`config.mk`:
```
export PLATFORM = sky130hd
export DESIGN_NAME = dbg_frame_tx
export DESIGN_NICKNAME = d
export VERILOG_FILES = /design/src/rtl/dbg_frame_tx.sv
export SDC_FILE = /design/constraint.sdc
export NUM_CORES = 1
export LEC_CHECK = 0
export ABC_CLOCK_PERIOD_IN_PS = 7300
export CAP_MARGIN = 20
export CORE_MARGIN = 1
export CORE_UTILIZATION = 45
export DETAILED_ROUTE_END_ITERATION = 10
export HOLD_SLACK_MARGIN = 0.15
export PLACE_DENSITY_LB_ADDON = 0.2
export SKIP_LAST_GASP = 1
export SYNTH_ARGS = -nofsm -noshare
export SYNTH_HDL_FRONTEND = slang
export SYNTH_SLANG_ARGS = --single-unit
```
`constraint.sdc`:
```
create_clock -name clk -period 7.3 [get_ports clk]
set_input_delay 1.46 -clock clk [delete_from_list [all_inputs] [get_ports clk]]
set_output_delay 1.46 -clock clk [all_outputs]
set_load 0.02 [all_outputs]
```
`src/rtl/dbg_frame_tx.sv`:
```
// rtl/dbg_frame_tx.sv - snapshot debug words and stream them as a framed UART 8N1 packet

module dbg_frame_tx #(
    parameter int          CLKS_PER_BIT = 868,
    parameter int          NUM_WORDS    = 3,
    parameter logic [7:0]  SYNC_BYTE    = 8'hA5
) (
    input  logic                    clk,
    input  logic                    rst_n,
    input  logic                    trig_i,
    input  logic [NUM_WORDS*32-1:0] dbg_words_i,
    output logic                    tx_o,
    output logic                    busy_o,
    output logic                    done_o,
    output logic [15:0]             frame_cnt_o,
    output logic [15:0]             drop_cnt_o
);

    localparam int NUM_BYTES = 4 * NUM_WORDS + 2;
    localparam int BAUD_W    = $clog2(CLKS_PER_BIT);
    localparam int BYTE_W    = $clog2(NUM_BYTES);
    localparam logic [BAUD_W-1:0] BAUD_LAST = BAUD_W'(CLKS_PER_BIT - 1);
    localparam logic [BYTE_W-1:0] BYTE_LAST = BYTE_W'(NUM_BYTES - 1);

    typedef enum logic [1:0] {IDLE, START, DATA, STOP} state_t;

    state_t                  state_q, state_d;
    logic [BAUD_W-1:0]       baud_q, baud_d;
    logic [2:0]              bit_q, bit_d;
    logic [BYTE_W-1:0]       byte_q, byte_d;
    logic [NUM_WORDS*32-1:0] snap_q, snap_d;
    logic                    tx_q, tx_d;
    logic [15:0]             frame_cnt_q, frame_cnt_d;
    logic [15:0]             drop_cnt_q, drop_cnt_d;
    logic                    done;
    logic                    baud_end;
    logic [7:0]              csum;
    logic [7:0]              tx_byte;

    always_comb begin
        csum = 8'h00;
        for (int k = 0; k < 4 * NUM_WORDS; k++) begin
            csum = csum ^ snap_q[8*k +: 8];
        end
    end

    always_comb begin
        state_d     = state_q;
        baud_d      = baud_q;
        bit_d       = bit_q;
        byte_d      = byte_q;
        snap_d      = snap_q;
        frame_cnt_d = frame_cnt_q;
        drop_cnt_d  = drop_cnt_q;
        done        = 1'b0;
        baud_end    = (baud_q == BAUD_LAST);

        // Any request outside IDLE is lost, including the final STOP cycle.
        if (trig_i && state_q != IDLE) begin
            drop_cnt_d = drop_cnt_q + 16'd1;
        end

        case (state_q)
            IDLE: begin
                if (trig_i) begin
                    snap_d  = dbg_words_i;
                    baud_d  = '0;
                    bit_d   = '0;
                    byte_d  = '0;
                    state_d = START;
                end
            end
            START: begin
                if (baud_end) begin
                    baud_d  = '0;
                    bit_d   = '0;
                    state_d = DATA;
                end else begin
                    baud_d = baud_q + 1'b1;
                end
            end
            DATA: begin
                if (baud_end) begin
                    baud_d = '0;
                    if (bit_q == 3'd7) begin
                        state_d = STOP;
                    end else begin
                        bit_d = bit_q + 3'd1;
                    end
                end else begin
                    baud_d = baud_q + 1'b1;
                end
            end
            STOP: begin
                if (baud_end) begin
                    baud_d = '0;
                    if (byte_q == BYTE_LAST) begin
                        byte_d      = '0;
                        state_d     = IDLE;
                        done        = 1'b1;
                        frame_cnt_d = frame_cnt_q + 16'd1;
                    end else begin
                        byte_d  = byte_q + 1'b1;
                        state_d = START;
                    end
                end else begin
                    baud_d = baud_q + 1'b1;
                end
            end
            default: state_d = IDLE;
        endcase
    end

    // Byte index 0 is the sync byte, then payload bytes, then the checksum.
    always_comb begin
        tx_byte = SYNC_BYTE;
        if (byte_d == BYTE_LAST) begin
            tx_byte = csum;
        end
        for (int k = 0; k < 4 * NUM_WORDS; k++) begin
            if (byte_d == BYTE_W'(k + 1)) begin
                tx_byte = snap_q[8*k +: 8];
            end
        end
    end

    // The line is registered from the next-state values so it changes on the same edge as the FSM.
    always_comb begin
        tx_d = 1'b1;
        case (state_d)
            IDLE:    tx_d = 1'b1;
            START:   tx_d = 1'b0;
            DATA:    tx_d = tx_byte[bit_d];
            STOP:    tx_d = 1'b1;
            default: tx_d = 1'b1;
        endcase
    end

    always_ff @(posedge clk or negedge rst_n) begin
        if (!rst_n) begin
            state_q     <= IDLE;
            baud_q      <= '0;
            bit_q       <= '0;
            byte_q      <= '0;
            snap_q      <= '0;
            tx_q        <= 1'b1;
            frame_cnt_q <= '0;
            drop_cnt_q  <= '0;
        end else begin
            state_q     <= state_d;
            baud_q      <= baud_d;
            bit_q       <= bit_d;
            byte_q      <= byte_d;
            snap_q      <= snap_d;
            tx_q        <= tx_d;
            frame_cnt_q <= frame_cnt_d;
            drop_cnt_q  <= drop_cnt_d;
        end
    end

    assign tx_o        = tx_q;
    assign busy_o      = (state_q != IDLE);
    assign done_o      = done;
    assign frame_cnt_o = frame_cnt_q;
    assign drop_cnt_o  = drop_cnt_q;

endmodule

```
==> flow_summary.yaml, run 1 <==
sta:
  max_freq_mhz: 203
  finalMaxSlewViolations: 0
  setup_tns_ns: 0
  rsz0062_at_grt: "no"
  layout_worst_path_cycle_share_pct: 67.5
  setup_viol: 0
  relSlewSlack_pct: 41.6
  hold_viol: 0
  worst-slew-pin-transition_ns: 0.870
  fin_crit_ns: 4.92
  fin_skew_ns: 0.00845
synthesis:
  syn_avg_cell_area_um2: 10.8
  yosysSeqAreaShare_pct: 44.9
  syn_area_um2: 8250
  synth_warnings: 0
  synthFlopType: "dfrtp_1"
  syn_inst: 761
  synth_edf_count: 0
  ys_types: 69
  async_flop_share_pct: 100
  synth_nets: 871
  ys_ff_latch: 148
floorplan:
  core_area_um2: 18000
  die_w_um: 137
  ios: 134
  die_y_um: 137
  rows: 49
  die-area_um2: 18900
  start_util_pct: 45.9
global_route:
  antenna_found_initial: 0
  grt_max_degree: 94
  grt_overflow: 0
  gr-usage-all-layers_pct: 24.1
  grt_first_pass_wirelength_um: 34400
  grt_pass1_vias: 6158
routing:
  dr.pass1.iters: 6
  wl_met3_um: 1030
  ant_nets: 0
  wl_met2_um: 9540
  num_vias: 6319
  wl_um: 21300
  drtIter0Drc: 465
  highest_layer: "met4"
  remaining_drc_errors: 0
  via_per_inst: 5.61
  wl_per_cell_um: 18.9
  wl_met1_um: 10200
min_path:
  min-delay-path-class: "reg -> reg"
  min_from: "drop_cnt_o[15]"
  holdPathEnd: "drop_cnt_o[15]"
  hold-path-cell-count: 1
cts:
  numClockSinks: 148
  clockBufferDepth: 2
  clk_pin_slew_ns: 0.07
  cts_max_level: 4
  post_cts_buffers: 0
  holdBufCountCts: 0
  clockRootBuffer: "clkbuf_16"
  cts_made_buffers: 17
  post_cts_resized: 0
  worstSkewPairLatency_ns: 0.43
  cts_tree: "built"
worst_setup_path:
  critPathArrivalTime_ns: 5.30
  required_ns: 7.67
  worstReg2RegStart: "state_q[0]"
  worst_r2r_path_depth: 14
  r2r_slack_ns: 2.93
  path_class: "in -> reg"
  endpoint_kind: "flip-flop"
  r2r_end: "tx_o"
  worst-path-max-fanout: 31
  start_kind: "input pin"
  startpoint: "trig_i"
power:
  intPower_mw: 2.72
  seq_power_share_pct: 34.0
  combPwrFrac_pct: 46.9
  irDropWorstVdd_mv: 0.200
  clock_power_share_pct: 19.1
  p_sw_mw: 1.72
  leakage_nw: 4.18
  netSwitchingFraction_pct: 38.7
  powerDensity_nw_per_um2: 430
placed_design:
  gp_congestion: 0.951
  placement.io_buffers: 133
  hpwlAfterDp_um: 15300
run_status:
  status: "complete, no violations"
cells_and_area:
  antennaDiodeCount: 0
  area_growth_pct: 25.2
  drive_gt1_share_pct: 17.1
  nNetsFinal: 995
  finish.utilization_pct: 57.5
  fillers: 1542
job:
  drv_cap: 0
## cell usage in the layout, fill, tap and decap left out, types with 6 or more instances in the layout
cell             netlist  layout
a21oi_1               26      26
a221oi_1               6       6
a31oi_1                6       6
and3_1                13      13
clkbuf_16              0      17
clkdlybuf4s50_1        0     132
dfrtp_1              147     147
ha_1                  11      11
inv_1                 16      16
mux2_2               100     100
mux2i_1                9       9
nand2_1               53      52
nand2b_1               6       6
nand3_1               17      17
nand4_1               17      17
nor2_1                46      46
o211ai_1               8       8
o21ai_0               22      22
o22ai_1               10      10
xnor2_1              105     105
xor2_1                21      21
## power groups by stage
stage	sequential (mW)	clock, mW	combinational (mW)
global placement	1.52	0	2.06
global route	1.56	0.906	2.26
detailed placement	1.52	0	2.07
floorplan	1.40	0	1.65
CTS	1.51	0.869	2.09
finish	1.51	0.850	2.08
## metrics by stage
| stage | cell area [um2] | worst slack, ns | cells | power [mW] | hold slack, ns |
|---|---|---|---|---|---|
| global placement | 9770 | 2.10 | 1095 | 3.58 | 0.458 |
| global route | 10300 | 2.12 | 1127 | 4.73 | 0.483 |
| finish | 10300 | 2.38 | 1127 | 4.45 | 0.466 |
| detailed placement | 9770 | 2.03 | 1095 | 3.59 | 0.462 |
| floorplan | 8250 | 3.65 | 761 | 3.05 | 0.466 |
| CTS | 10300 | 2.44 | 1127 | 4.47 | 0.474 |
## Yosys cell counts, types with 3 or more instances
cell / n / area (um2)
a211oi_1: 5 / 37.5
a21o_1: 4 / 30.0
a21oi_1: 26 / 130
a221o_1: 3 / 30.0
a221oi_1: 6 / 52.6
a22o_1: 3 / 26.3
a22oi_1: 3 / 22.5
a31oi_1: 6 / 37.5
a32oi_1: 3 / 26.3
and2_1: 5 / 31.3
and3_1: 13 / 81.3
and4_1: 5 / 43.8
buf_1: 6 / 22.5
buf_2: 4 / 20.0
clkbuf_1: 20 / 75.1
dfrtp_1: 147 / 3680
ha_1: 11 / 138
inv_1: 16 / 60.1
inv_2: 3 / 11.3
mux2_2: 100 / 1130
mux2i_1: 9 / 90.1
nand2_1: 53 / 199
nand2b_1: 6 / 37.5
nand3_1: 17 / 85.1
nand4_1: 17 / 106
nor2_1: 46 / 173
nor2b_1: 3 / 18.8
nor3_1: 3 / 15.0
o211ai_1: 8 / 60.1
o21ai_0: 22 / 110
o221ai_1: 4 / 35.0
o22ai_1: 10 / 62.6
o31ai_1: 4 / 30.0
xnor2_1: 105 / 920
xor2_1: 21 / 184
## flip-flops by register name (all words and copies together) (netlist names)
name         cells
snap_q          96
frame_cnt_o     16
drop_cnt_o      16
tx_o             1
state_q          2
byte_q           4
bit_q            3
baud_q          10
## logic make-up (layout without fill, tap and decap cells)
| family | after synthesis | count (layout) | synth area share [%] |
|---|---|---|---|
| buffers and inverters | 52 | 189 | 2.61 |
| AO/OA/AOI/OAI | 129 | 129 | 10.9 |
| flip-flops | 148 | 148 | 44.9 |
| XOR/XNOR | 126 | 126 | 13.4 |
| AND/OR/NAND/NOR | 183 | 183 | 11.2 |
| multiplexers | 112 | 112 | 15.3 |
| adder cells (fa/ha/maj) | 11 | 11 | 1.67 |
## how the worst max path moves through the flow
stage,endpoint,slack [ns],cells after the start
floorplan,tx_o,3.65,12
global placement,tx_o,2.10,13
detailed placement,tx_o,2.03,13
CTS,tx_o,2.44,13
global route,tx_o,2.12,13
finish,tx_o,2.38,13
## final cells by class
cell class,instances,area (um2),share of cell area (%)
repair buffers,138,1370,13.3
multi-input cells,561,4340,42.0
clock buffers,17,425,4.12
well taps,229,287,2.77
inverters,19,71.3,0.690
clock inverters,15,136,1.32
flip-flops and latches,148,3700,35.9
## critical path: stages
cell and delay (ns):
clkdlybuf4s50_1 0.51, nor2b_1 0.60, o21ai_0 0.14, and4_1 0.17, buf_4 0.24, inv_2 0.41, nand3_2 0.35, o32ai_1 0.40
a311oi_2 0.07, a221oi_2 0.25, a2111oi_2 0.09, o41ai_1 0.39, a22o_1 0.18
## metal layers
metal | GRT usage, % | vias up
met5 | 0 | -
met4 | 8.85 | 0
met3 | 4.53 | 29
met2 | 36.2 | 224
met1 | 34.4 | 3085
li1 | - | 2981
No activity file was read; power rests on OpenSTA's default activity.
==> run 2: changes to the inputs <==
--- a/config.mk
+++ b/config.mk
@@ -5,7 +5,7 @@
 export SDC_FILE = /design/constraint.sdc
 export NUM_CORES = 1
 export LEC_CHECK = 0
-export ABC_CLOCK_PERIOD_IN_PS = 7300
+export ABC_CLOCK_PERIOD_IN_PS = 5020
 export CAP_MARGIN = 20
 export CORE_MARGIN = 1
 export CORE_UTILIZATION = 45
==> constraint.sdc (replaced) <==
create_clock -name clk -period 5.02 [get_ports clk]
set_input_delay 1.004 -clock clk [delete_from_list [all_inputs] [get_ports clk]]
set_output_delay 1.004 -clock clk [all_outputs]
set_load 0.02 [all_outputs]
==> flow_summary.yaml, run 2 (same netlist as run 1, synthesis figures left out) <==
sta:
  max_freq_mhz: 235
  setup_ws_ns: 0.765
  relSlewSlack_pct: 30.1
  rsz0062_at_grt: "no"
  setup_viol: 0
  fin_skew_ns: 0.0162
  layout_worst_path_cycle_share_pct: 84.8
  hold_ws_ns: 0.467
  setup_tns_ns: 0
  worst-slew-pin-transition_ns: 1.05
  fin_crit_ns: 4.26
  finalMaxSlewViolations: 0
  hold_viol: 0
placed_design:
  hpwlAfterDp_um: 15200
  placed_cell_area_um2: 9810
  pre_cts_ws_ns: 0.428
  placement.io_buffers: 133
  dp.cells: 1100
  gp_congestion: 0.973
cells_and_area:
  nNetsFinal: 1000
  largest_register: "snap_q"
  finish.utilization_pct: 58.1
  mostFrequentLayoutCells: "dfrtp_1 (147), clkdlybuf4s50_1 (132), xnor2_1 (105), mux2_2 (100), nand2_1 (52)"
  final_cells: 1131
  area_growth_pct: 26.6
  largest_reg_flops: 96
  stdcell_area_um2: 10400
  fillers: 1584
  register_area_um2: 3700
  final_common_cell: "dfrtp_1"
  drive_gt1_share_pct: 17.3
  multi_input_area_um2: 4340
  antennaDiodeCount: 0
cts:
  cts_tree: "built"
  post_cts_resized: 0
  cts_made_buffers: 17
  cts_max_level: 4
  clockRootBuffer: "clkbuf_16"
  clockBufferDepth: 2
  worstSkewPairLatency_ns: 0.44
  numClockSinks: 148
  post_cts_buffers: 0
  holdBufCountCts: 0
  clk_pin_slew_ns: 0.06
power:
  leakage_nw: 4.25
  power_mw: 6.62
  powerDensity_nw_per_um2: 634
  irDropWorstVdd_mv: 0.355
global_route:
  gr-usage-all-layers_pct: 24.1
  antenna_found_initial: 0
  grt_overflow: 0
  grt_max_degree: 81
  grt_pass1_vias: 6340
  grt_first_pass_wirelength_um: 34400
job:
  drv_cap: 0
worst_setup_path:
  endpoint_kind: "flip-flop"
  max_stage_delay_ns: 0.63
  worstReg2RegStart: "state_q[0]"
  crit_path_cell_trace: "clkdlybuf4s50_1, nor2b_1, nor2_1, nor2_1, nor2_4, inv_2, buf_4, nand2_1, o22ai_1, a221oi_1, or3_1, a21oi_1, a22o_1"
  r2r_slack_ns: 0.90
  path_class: "in -> reg"
  required_ns: 5.40
  critPathSlowestCell: "nor2b_1"
  worst-path-max-fanout: 17
  crit_top_cell: "nor2_1"
  startpoint: "trig_i"
  start_kind: "input pin"
  critPathArrivalTime_ns: 4.64
routing:
  num_vias: 6484
  drtIter0Drc: 521
  remaining_drc_errors: 0
  dr.pass1.iters: 5
  wl_per_cell_um: 18.6
  ant_nets: 0
  wl_um: 21000
  via_per_inst: 5.73
floorplan:
  start_util_pct: 45.9
  rows: 49
  ios: 134
  die_y_um: 137
  die-area_um2: 18900
  core_area_um2: 18000
  die_w_um: 137
min_path:
  min-delay-path-class: "reg -> reg"
  min_from: "drop_cnt_o[15]"
run_status:
  status: "complete, no violations"
==> run 2: critical path, delay by kind of cell <==
family	cells	cell delay (ns)
AOI/OAI and AO/OA	4	0.65
and+or+nand+nor	6	2.10
buffers and inverters	3	0.88
==> run 2: report_power, final <==
part           total [mW]  internal, mW  switching [mW]  leakage, nW
logic                3.04          1.67            1.37         2.10
registers            2.21          1.66           0.552         1.84
clock network        1.37         0.882           0.487        0.313
==> run 2: area by class of cell <==
class / count / area share, %
timing repair buffer: 143 / 13.5
clock buffer: 23 / 4.67
sequential: 148 / 35.5
multi-input combinational: 561 / 41.5
tap: 229 / 2.74
clock inverter: 8 / 1.41
inverter: 19 / 0.683
==> run 2: path summary, 6_finish.rpt <==
kind / endpoint / depth (start not counted)
min in group asynchronous: baud_q[6] / 1
min: drop_cnt_o[15] / 1
min reg2reg: drop_cnt_o[15] / 1
max: tx_o / 13
max in group asynchronous: snap_q[54] / 2
max reg2reg: tx_o / 14
==> run 2: metal layers <==
metal	vias to the layer above	part of all wire [%]	track usage, %
li1	2980	-	-
met1	3204	47	33.7
met2	263	45	36.8
met3	37	5.6	4.86
met4	0	2.5	8.91
met5	-	0	0
==> run 3: changes to the inputs <==
--- a/config.mk
+++ b/config.mk
@@ -5,7 +5,7 @@
 export SDC_FILE = /design/constraint.sdc
 export NUM_CORES = 1
 export LEC_CHECK = 0
-export ABC_CLOCK_PERIOD_IN_PS = 5020
+export ABC_CLOCK_PERIOD_IN_PS = 3500
 export CAP_MARGIN = 20
 export CORE_MARGIN = 1
 export CORE_UTILIZATION = 45
==> constraint.sdc (replaced) <==
create_clock -name clk -period 3.5 [get_ports clk]
set_input_delay 0.7 -clock clk [delete_from_list [all_inputs] [get_ports clk]]
set_output_delay 0.7 -clock clk [all_outputs]
set_load 0.02 [all_outputs]
==> flow_summary.yaml, run 3 (same netlist as run 1, synthesis figures left out) <==
run_status:
  status: "complete, no violations"
worst_setup_path:
  worst_r2r_path_depth: 12
  critPathArrivalTime_ns: 3.75
  start_kind: "flip-flop"
  worstReg2RegStart: "state_q[0]"
  startpoint: "state_q[0]"
  endpoint_kind: "flip-flop"
  path_class: "reg -> reg"
  required_ns: 3.88
  r2r_slack_ns: 0.13
  worst-path-max-fanout: 7
sta:
  layout_worst_path_cycle_share_pct: 96.2
  worst-slew-pin-transition_ns: 0.650
  setup_ws_ns: 0.133
  hold_viol: 0
  setup_viol: 0
  hold_ws_ns: 0.259
  max_freq_mhz: 297
  relSlewSlack_pct: 56.7
  fin_crit_ns: 3.37
  rsz0062_at_grt: "no"
  setup_tns_ns: 0
  fin_skew_ns: 0.0172
  finalMaxSlewViolations: 0
min_path:
  min-delay-path-class: "in -> async"
power:
  irDropWorstVdd_mv: 0.427
  power_mw: 9.49
  leakage_nw: 4.41
  powerDensity_nw_per_um2: 887
placed_design:
  pre_cts_ws_ns: -0.110
  gp_congestion: 0.981
  hpwlAfterDp_um: 16000
  placed_cell_area_um2: 10100
  placement.io_buffers: 133
cells_and_area:
  stdcell_area_um2: 10700
  nNetsFinal: 1035
  antennaDiodeCount: 0
  largest_register: "snap_q"
  register_area_um2: 3700
  drive_gt1_share_pct: 21.0
  mostFrequentLayoutCells: "dfrtp_1 (147), clkdlybuf4s50_1 (132), xnor2_1 (105), mux2_2 (100), nand2_1 (52)"
  multi_input_area_um2: 4350
  fillers: 1539
  largest_reg_flops: 96
  final_common_cell: "dfrtp_1"
  area_growth_pct: 29.6
global_route:
  gr-usage-all-layers_pct: 23.9
  grt_pass1_vias: 6421
  grt_overflow: 0
  grt_first_pass_wirelength_um: 34200
  antenna_found_initial: 0
  grt_max_degree: 68
routing:
  dr.pass1.iters: 6
  remaining_drc_errors: 0
  wl_um: 21200
  num_vias: 6498
  ant_nets: 0
  via_per_inst: 5.57
  drtIter0Drc: 578
  wl_per_cell_um: 18.2
cts:
  clockRootBuffer: "clkbuf_16"
  cts_made_buffers: 17
  clockBufferDepth: 2
  holdBufCountCts: 0
  worstSkewPairLatency_ns: 0.44
  cts_tree: "built"
  cts_max_level: 4
  numClockSinks: 148
  clk_pin_slew_ns: 0.07
floorplan:
  die_w_um: 137
  core_area_um2: 18000
  die_y_um: 137
  start_util_pct: 45.9
  rows: 49
  die-area_um2: 18900
  ios: 134
job:
  drv_cap: 0
-- run 3: cell types whose count changed in the layout (fill, tap and decap cells not counted), moves of 2 or more --
cell / change
buf_4: +33
inv_6: +6
clkbuf_8: -4
inv_8: +4
bufinv_16: -3
buf_12: +2
clkbuf_1: -2
-- run 3: report_power, final --
group | switching (mW) | internal [mW]
logic | 2.01 | 2.50
clock network | 0.814 | 1.01
registers | 0.778 | 2.37
-- run 3: what timing repair did --
item / 4_1_cts / 5_1_grt
setup endpoints to repair: 0 / 1
resized for setup: 0 / 4
buffers inserted: 0 / 1
-- run 3: area by class of cell --
| class | count | share of cell area [%] |
|---|---|---|
| multi-input combinational | 561 | 40.7 |
| sequential | 148 | 34.7 |
| timing repair buffer | 178 | 15.9 |
| clock buffer | 17 | 3.98 |
| tap | 229 | 2.68 |
| clock inverter | 15 | 1.47 |
| inverter | 19 | 0.667 |
-- run 3: path summary, 6_finish.rpt --
path / end
setup / recovery: tx_o
hold / removal: baud_q[5]
setup reg to reg: tx_o
hold reg to reg: drop_cnt_o[15]
max in group asynchronous: drop_cnt_o[9]
min in group clk: drop_cnt_o[15]
-- run 3: per-layer routing --
metal	wire length [um]	GRT usage [%]	up-vias
met2	9450	35.7	265
met4	549	10.4	0
li1	-	-	3059
met5	0	0	-
met3	1260	4.27	43
met1	9960	33.9	3131
-- run 3: metrics by stage --
| step | util (%) | std cells |
|---|---|---|
| floorplan | - | 761 |
| global placement | 56.1 | 1134 |
| detailed placement | 56.1 | 1134 |
| CTS | 59.4 | 1166 |
| global route | 59.5 | 1167 |
| finish | 59.5 | 1167 |
-- run 3: worst max-delay path: stages, from the launching register on --
cell	delay, ns
dfrtp_1	0.41
inv_1	0.12
ha_1	0.38
nand2b_1	0.19
or3_1	0.38
mux2_2	0.40
a22o_1	0.33
nor2_1	0.17
a311oi_2	0.08
a221oi_2	0.25
a2111oi_2	0.09
o41ai_1	0.36
a22o_1	0.17
